--- src/rtl/blocking_port_arbiter_pkg.sv ---
// Type and constant packages shared by the blocking port arbiter slice.
package top_level_types;
   localparam int INT_W = 32;
endpackage

package blockingportarbiter_types;
   typedef enum logic [0:0] {
      section_idle = 1'b0,
      section_fwd  = 1'b1
   } Sections;

   localparam int S_OUT_INIT_DEFAULT = 1337;
endpackage

--- src/rtl/blocking_port_arbiter_rr_pick2.sv ---
// Two-way round-robin selector: on contention the index that did not win last time is chosen.
module rr_pick2 (
   input  logic sync0,
   input  logic sync1,
   input  logic last,
   output logic valid,
   output logic idx
);

   // Winner selection; a lone requester always wins regardless of priority.
   always_comb begin
      valid = sync0 | sync1;
      if (sync0 && sync1) begin
         idx = ~last;
      end else if (sync1) begin
         idx = 1'b1;
      end else begin
         idx = 1'b0;
      end
   end

endmodule

--- src/rtl/blocking_port_arbiter.sv ---
// Shares one blocking output port between two blocking requesters with round-robin priority.
module blocking_port_arbiter
   import blockingportarbiter_types::*;
#(
   parameter int DATA_W     = top_level_types::INT_W,
   parameter int CNT_W      = 8,
   parameter int S_OUT_INIT = S_OUT_INIT_DEFAULT
) (
   input  logic              clk,
   input  logic              rst,
   input  logic [DATA_W-1:0] req0_sig,
   input  logic              req0_sync,
   output logic              req0_notify,
   input  logic [DATA_W-1:0] req1_sig,
   input  logic              req1_sync,
   output logic              req1_notify,
   output logic [DATA_W-1:0] out_sig,
   output logic              out_notify,
   input  logic              out_sync,
   output logic [DATA_W-1:0] s_out,
   output logic              grant_id,
   output logic [CNT_W-1:0]  xfer_count
);

   Sections             section_q;
   logic                req0_notify_q;
   logic                req1_notify_q;
   logic [DATA_W-1:0]   out_sig_q;
   logic                out_notify_q;
   logic [DATA_W-1:0]   s_out_q;
   logic                grant_id_q;
   logic [CNT_W-1:0]    xfer_count_q;
   logic                pick_valid_s;
   logic                pick_idx_s;

   rr_pick2 u_pick (
      .sync0 (req0_sync),
      .sync1 (req1_sync),
      .last  (grant_id_q),
      .valid (pick_valid_s),
      .idx   (pick_idx_s)
   );

   // Control FSM and all registered outputs.
   always_ff @(posedge clk or posedge rst) begin
      if (rst) begin
         section_q     <= section_idle;
         req0_notify_q <= 1'b0;
         req1_notify_q <= 1'b0;
         out_sig_q     <= '0;
         out_notify_q  <= 1'b0;
         s_out_q       <= DATA_W'(S_OUT_INIT);
         grant_id_q    <= 1'b1;
         xfer_count_q  <= '0;
      end else begin
         case (section_q)
            section_idle: begin
               if (pick_valid_s) begin
                  out_sig_q     <= pick_idx_s ? req1_sig : req0_sig;
                  grant_id_q    <= pick_idx_s;
                  req0_notify_q <= ~pick_idx_s;
                  req1_notify_q <= pick_idx_s;
                  out_notify_q  <= 1'b1;
                  section_q     <= section_fwd;
               end else begin
                  req0_notify_q <= 1'b0;
                  req1_notify_q <= 1'b0;
               end
            end
            section_fwd: begin
               // Requester syncs are ignored here; the loser simply keeps waiting.
               req0_notify_q <= 1'b0;
               req1_notify_q <= 1'b0;
               if (out_sync) begin
                  out_notify_q <= 1'b0;
                  s_out_q      <= out_sig_q;
                  xfer_count_q <= xfer_count_q + CNT_W'(1);
                  section_q    <= section_idle;
               end else begin
                  out_notify_q <= 1'b1;
               end
            end
            default: begin
               section_q     <= section_idle;
               req0_notify_q <= 1'b0;
               req1_notify_q <= 1'b0;
               out_notify_q  <= 1'b0;
            end
         endcase
      end
   end

   assign req0_notify = req0_notify_q;
   assign req1_notify = req1_notify_q;
   assign out_sig     = out_sig_q;
   assign out_notify  = out_notify_q;
   assign s_out       = s_out_q;
   assign grant_id    = grant_id_q;
   assign xfer_count  = xfer_count_q;

endmodule
--- config.mk ---
export PLATFORM = sky130hd
export DESIGN_NAME = blocking_port_arbiter
export DESIGN_NICKNAME = d
export VERILOG_FILES = /design/src/rtl/blocking_port_arbiter_pkg.sv /design/src/rtl/blocking_port_arbiter_rr_pick2.sv /design/src/rtl/blocking_port_arbiter.sv
export SDC_FILE = /design/constraint.sdc
export NUM_CORES = 1
export LEC_CHECK = 0
export BUFFER_PORTS_ARGS = -buffer_cell sky130_fd_sc_hd__buf_4
export CAP_MARGIN = 20
export CELL_PAD_IN_SITES_DETAIL_PLACEMENT = 0
export CELL_PAD_IN_SITES_GLOBAL_PLACEMENT = 1
export CORE_AREA = 8 8 93 116
export CTS_BUF_LIST = sky130_fd_sc_hd__clkbuf_4 sky130_fd_sc_hd__clkbuf_8
export DETAILED_ROUTE_END_ITERATION = 12
export DIE_AREA = 0 0 101 124
export HOLD_SLACK_MARGIN = 0.02
export PLACE_DENSITY_LB_ADDON = 0.1
export SKIP_CTS_REPAIR_TIMING = 1
export SYNTH_ARGS = -nofsm -noshare
export SYNTH_HDL_FRONTEND = slang
export SYNTH_SLANG_ARGS = --single-unit
--- constraint.sdc ---
create_clock -name clk -period 2.9 [get_ports clk]
set_input_delay 0.145 -clock clk [delete_from_list [all_inputs] [get_ports clk]]
set_output_delay 0.145 -clock clk [all_outputs]
set_load 0.01 [all_outputs]
; Yosys cells after proc, flatten, opt, wreduce, memory -nomap -nowiden
; Cells that the tools add are included.
[totals]
register_bits = 77
input_bits = 69
output_inout_bits = 76
word_cells = 29
[classes]
addsub = 1
eq_ne = 1
muxes = 12
bitwise_logic = 4
reduce_logical = 3
[ops]
columns = cell, n
row1 = 32-bit two-way mux, 1
row2 = 8-bit by 1-bit adder with 8-bit output (second input constant), 1
row3 = 1-bit one-hot mux with 2 select lines, 4
row4 = 1-bit two-way mux, 7
row5 = 2-bit AND reduction, 2
row6 = 1-bit NOT, 3
row7 = 2-bit inequality test (second input constant), 1
row8 = 1-bit logical AND, 1
row9 = 1-bit bitwise OR, 1

; Longest topological paths before layout
[logic_depth]
depth_word = 5
mapped_depth = 5
depth_no_buf = 3

; By module
; Synthesis repeated with hierarchy kept, for this count alone.
[unflattened]
hier_cells = 249
area_unflattened_um2 = 3309.4
[by_module_without_submodules]
columns = module, n_inst, cells_per_inst, area_per_inst_um2, seq_area_each_um2
row1 = blocking_port_arbiter, 1, 247, 3295.7, 1935.6
row2 = rr_pick2, 1, 2, 13.8, 0.0

; Least setup slack after synthesis
; No wires, ideal clock.
[synth_path]
path_kind = reg-to-reg
from = reg grant_id_q, in the netlist grant_id
to = reg out_sig_q[16], in the netlist out_sig[16]
setup_ns = 0.132
t_arrival_ns = 1.190
t_required_ns = 2.768
path_slack_ns = 1.578
stages_incl_launch_ff = 6
n_path_buf = 2
period_less_slack_ns = 1.322
path_cell_list = dfstp_2 > a21bo_1 > buf_6 > buf_12 > mux2i_1 > o21ai_1
[synth_between]
elab_chain_len = 3
[synth_lines]
columns = item, line
row1 = from (decl), blocking_port_arbiter.sv:31  ; logic grant_id_q;
row2 = from (signal assigned), blocking_port_arbiter.sv:60  ; grant_id_q <= pick_idx_s;
row3 = 1-bit NOT, blocking_port_arbiter_rr_pick2.sv:14  ; idx = ~last;
row4 = 1-bit two-way mux, blocking_port_arbiter_rr_pick2.sv:13  ; if (sync0 && sync1) begin
row5 = 32-bit two-way mux, blocking_port_arbiter.sv:59  ; out_sig_q <= pick_idx_s ? req1_sig : req0_sig;
row6 = to (signal assigned), blocking_port_arbiter.sv:59
row7 = to (decl), blocking_port_arbiter.sv:28  ; logic [DATA_W-1:0] out_sig_q;
; Every way passes these cells.
; A chain may end at the register's enable or synchronous reset.

; Worst setup path in the final report
[layout_path]
from = reg grant_id_q, in the netlist grant_id
to = reg out_sig_q[31], in the netlist out_sig[31]
; The elaborated chain is that of the path after synthesis.

==> results.sh <==
export IMPL_dpl_hpwl_um=6240
export IMPL_grt_max_degree=40
export IMPL_post_route_util=0.516
export IMPL_post_route_period_util=0.604
export IMPL_first_pass_iters=4
export IMPL_arrival_ps=1970
export IMPL_fmax_mhz=570
export IMPL_yosys_warnings=0
export IMPL_grt_pass1_wl_um=13100
export IMPL_path_class="register to register"
export IMPL_intPower_mw=2.54
export IMPL_crit_buf_inv=1
export IMPL_netlist_area_um2=3260
export IMPL_drt_iter0_drc=48
export IMPL_crit_family="compound AO/OA/AOI/OAI gates"
export IMPL_synth_seq_cells=77
export IMPL_p_sw_frac=0.312
export IMPL_rsz0062_at_grt="no"
export IMPL_ff2ff_setup_slack_ps=1150
export IMPL_outcome="finished, final reports clean"
export IMPL_grt_pass1_vias=2512
export IMPL_die_y_um=124
export IMPL_cts_tree="yes"
export IMPL_seqPwrFrac=0.444
export IMPL_drcViolationCount=0
export IMPL_path_clk_slew_ps=80
export IMPL_vdd_drop_max_mv=0.383
export IMPL_cp_max_fo=18
export IMPL_h_tree_depth=3
export IMPL_final_hold_viol_count=0
export IMPL_grt_usage=0.137
export IMPL_place_inst=506
export IMPL_ys_types=29
export IMPL_max_stage_delay_ps=560
export IMPL_startpoint_type="register"
export IMPL_grt_ovfl_total=0
export IMPL_min_path_type="input port to register"
export IMPL_io_buffers=144
export IMPL_synth_seq_area_share=0.593
export IMPL_cts_sinks=77
export IMPL_cp_required_ps=3110
export IMPL_start_util=0.363
export IMPL_period_minus_slack_ps=1750
export IMPL_cts_max_path_buffers=2
export IMPL_final_cells=524
export IMPL_core_area_um2=8980
export IMPL_pwr_share_comb=0.337
export IMPL_avgSynthCellArea_um2=13.1
export IMPL_clk_latency_ps=350
export IMPL_drt_vias_per_instance=4.56
export IMPL_drive_above_1_share=0.524
export IMPL_synthCells=250
export IMPL_place_congestion=0.705
export IMPL_cts_root_buf="clkbuf_8"
export IMPL_slowest_stage="dfstp_2"
export IMPL_ios=145
export IMPL_antenna_left=0
export IMPL_worstMarginPinSlew_ps=664
export IMPL_avgRoutedWirePerCell_um=16.2
export IMPL_die_w_um=101
export IMPL_vias=2390
export IMPL_crit_chain="a21bo_2 > buf_12 > mux2i_1 > o21ai_1"
export IMPL_clock_power_share=0.219
export IMPL_nNetsFinal=466
export IMPL_setup_violations=0
export IMPL_slew_violations=0
export IMPL_skew_ps=18.9
export IMPL_cts_buffers=9
export IMPL_maxSlewHeadroom=0.556
export IMPL_worst_setup_path_end_kind="register"
export IMPL_leakage_nw=2.37
export IMPL_finalSetupTns_ps=0
export IMPL_power_switching_mw=1.15
export IMPL_antenna_found_initial=0
export IMPL_maxCapViolCount=0
export IMPL_die_area_um2=12500
export IMPL_syn_nets=320
export IMPL_drt_wl_total_um=8490
export IMPL_num_rows=39
export IMPL_pwr_density_cell_nw_per_um2=797
export IMPL_num_antenna_cells=0
export IMPL_synthToLayoutAreaGrowth_pct=41.9
[sequential cells by signal, indices dropped and copies added (netlist names)]
| register | cells |
|---|---|
| out_sig | 32 |
| grant_id | 1 |
| req0_notify | 1 |
| out_notify | 1 |
| req1_notify | 1 |
| xfer_count | 8 |
| section_q | 1 |
| s_out | 32 |
[cells by family after synthesis]
kind of cell / count (synthesis) / share of synthesized area
AOI/OAI and AO/OA: 37 / 0.0594
xor gates and xnor gates: 7 / 0.0188
adders and majority gates: 1 / 0.00383
buffers and inverters: 18 / 0.0498
DFF: 77 / 0.593
muxes: 65 / 0.212
and+or+nand+nor: 45 / 0.0629
[stage by stage]
step | hold slack (ps) | setup slack (ps) | instance area (µm²) | total power, mW
after floorplan | 215 | 800 | 3260 | 2.24
after global placement | 358 | 1170 | 4390 | 2.92
after detailed placement | 220 | 1100 | 4410 | 2.94
after CTS | -171 | 1090 | 4610 | 3.77
after global routing | 43.0 | 994 | 4630 | 3.93
final | 56.7 | 1150 | 4630 | 3.69
[tightest hold or removal path, stage by stage]
cell     delay (ps)
buf_4            70
mux2i_1          50
o21ai_1         100
[layout by cell type, fill, tap and decap left out, drive strengths merged, types with 2 or more instances in the layout]
cell         instances
buf                148
dfrtp               70
nand2               35
mux2                33
mux2i               32
o21ai               32
clkbuf              12
dfstp                7
xnor2                6
clkinv               3
nand4                3
nor2                 2
inv                  2
a21oi                2
dlygate4sd3          2
[final cells by class]
| class | count | area, µm² |
|---|---|---|
| Inverter | 3 | 12.5 |
| Multi-Input combinational cell | 155 | 1180 |
| Clock inverter | 4 | 51.3 |
| Sequential cell | 77 | 1940 |
| Tap cell | 123 | 154 |
| Fill cell | 877 | 4350 |
| Clock buffer | 12 | 146 |
| Timing Repair Buffer | 150 | 1160 |
[path summary, 6_finish.rpt]
| check | start | end | cells past startpoint |
|---|---|---|---|
| setup reg to reg | grant_id$_DFFE_PP1P_ | out_sig[31]$_DFFE_PP0P_ | 4 |
| hold / removal | req1_sig[18] | out_sig[18]$_DFFE_PP0P_ | 3 |
| max in group asynchronous | rst | out_sig[31]$_DFFE_PP0P_ | 5 |
| setup / recovery | grant_id$_DFFE_PP1P_ | out_sig[31]$_DFFE_PP0P_ | 4 |
| min in group asynchronous | rst | s_out[14]$_DFFE_PP0P_ | 3 |
| hold reg to reg | xfer_count[7]$_DFFE_PP0P_ | xfer_count[7]$_DFFE_PP0P_ | 1 |
[power by group through the flow]
stage	Combinational, mW	Clock, mW	Sequential (mW)
4_1_cts	1.28	0.848	1.64
2_1_floorplan	0.465	0	1.77
5_1_grt	1.35	0.889	1.69
3_5_place_dp	1.28	0	1.66
6_report	1.24	0.809	1.64
3_3_place_gp	1.26	0	1.65
[cells in the mapped netlist]
| master | instances | area share |
|---|---|---|
| o21bai_1 | 1 | 0.0023 |
| clkbuf_1 | 2 | 0.0023 |
| buf_12 | 3 | 0.018 |
| inv_1 | 3 | 0.0035 |
| xnor2_1 | 6 | 0.016 |
| dfstp_2 | 7 | 0.056 |
| o21ai_1 | 28 | 0.043 |
| nand4_1 | 1 | 0.0019 |
| buf_6 | 1 | 0.0035 |
| xor2_1 | 1 | 0.0027 |
| mux2i_1 | 32 | 0.098 |
| nand4_2 | 2 | 0.0077 |
| nor2_1 | 2 | 0.0023 |
| nor2b_1 | 1 | 0.0019 |
| nor3_1 | 1 | 0.0015 |
| a21oi_1 | 2 | 0.0031 |
| buf_4 | 3 | 0.0069 |
| ha_1 | 1 | 0.0038 |
| buf_8 | 2 | 0.0092 |
| a21bo_1 | 1 | 0.0031 |
| buf_2 | 4 | 0.0061 |
| a31oi_1 | 1 | 0.0019 |
| and4_1 | 1 | 0.0027 |
| nand2_1 | 35 | 0.040 |
| dfrtp_1 | 70 | 0.54 |
| o21ai_0 | 4 | 0.0061 |
| and2_4 | 1 | 0.0027 |
| and3_1 | 1 | 0.0019 |
| mux2_2 | 33 | 0.11 |
[layer usage]
metal	part of all wire	global-route usage
met5	0	0
met4	0.015	0.0588
met3	0.096	0.0615
met2	0.49	0.219
met1	0.40	0.155
(Power assumes the default switching activity.)
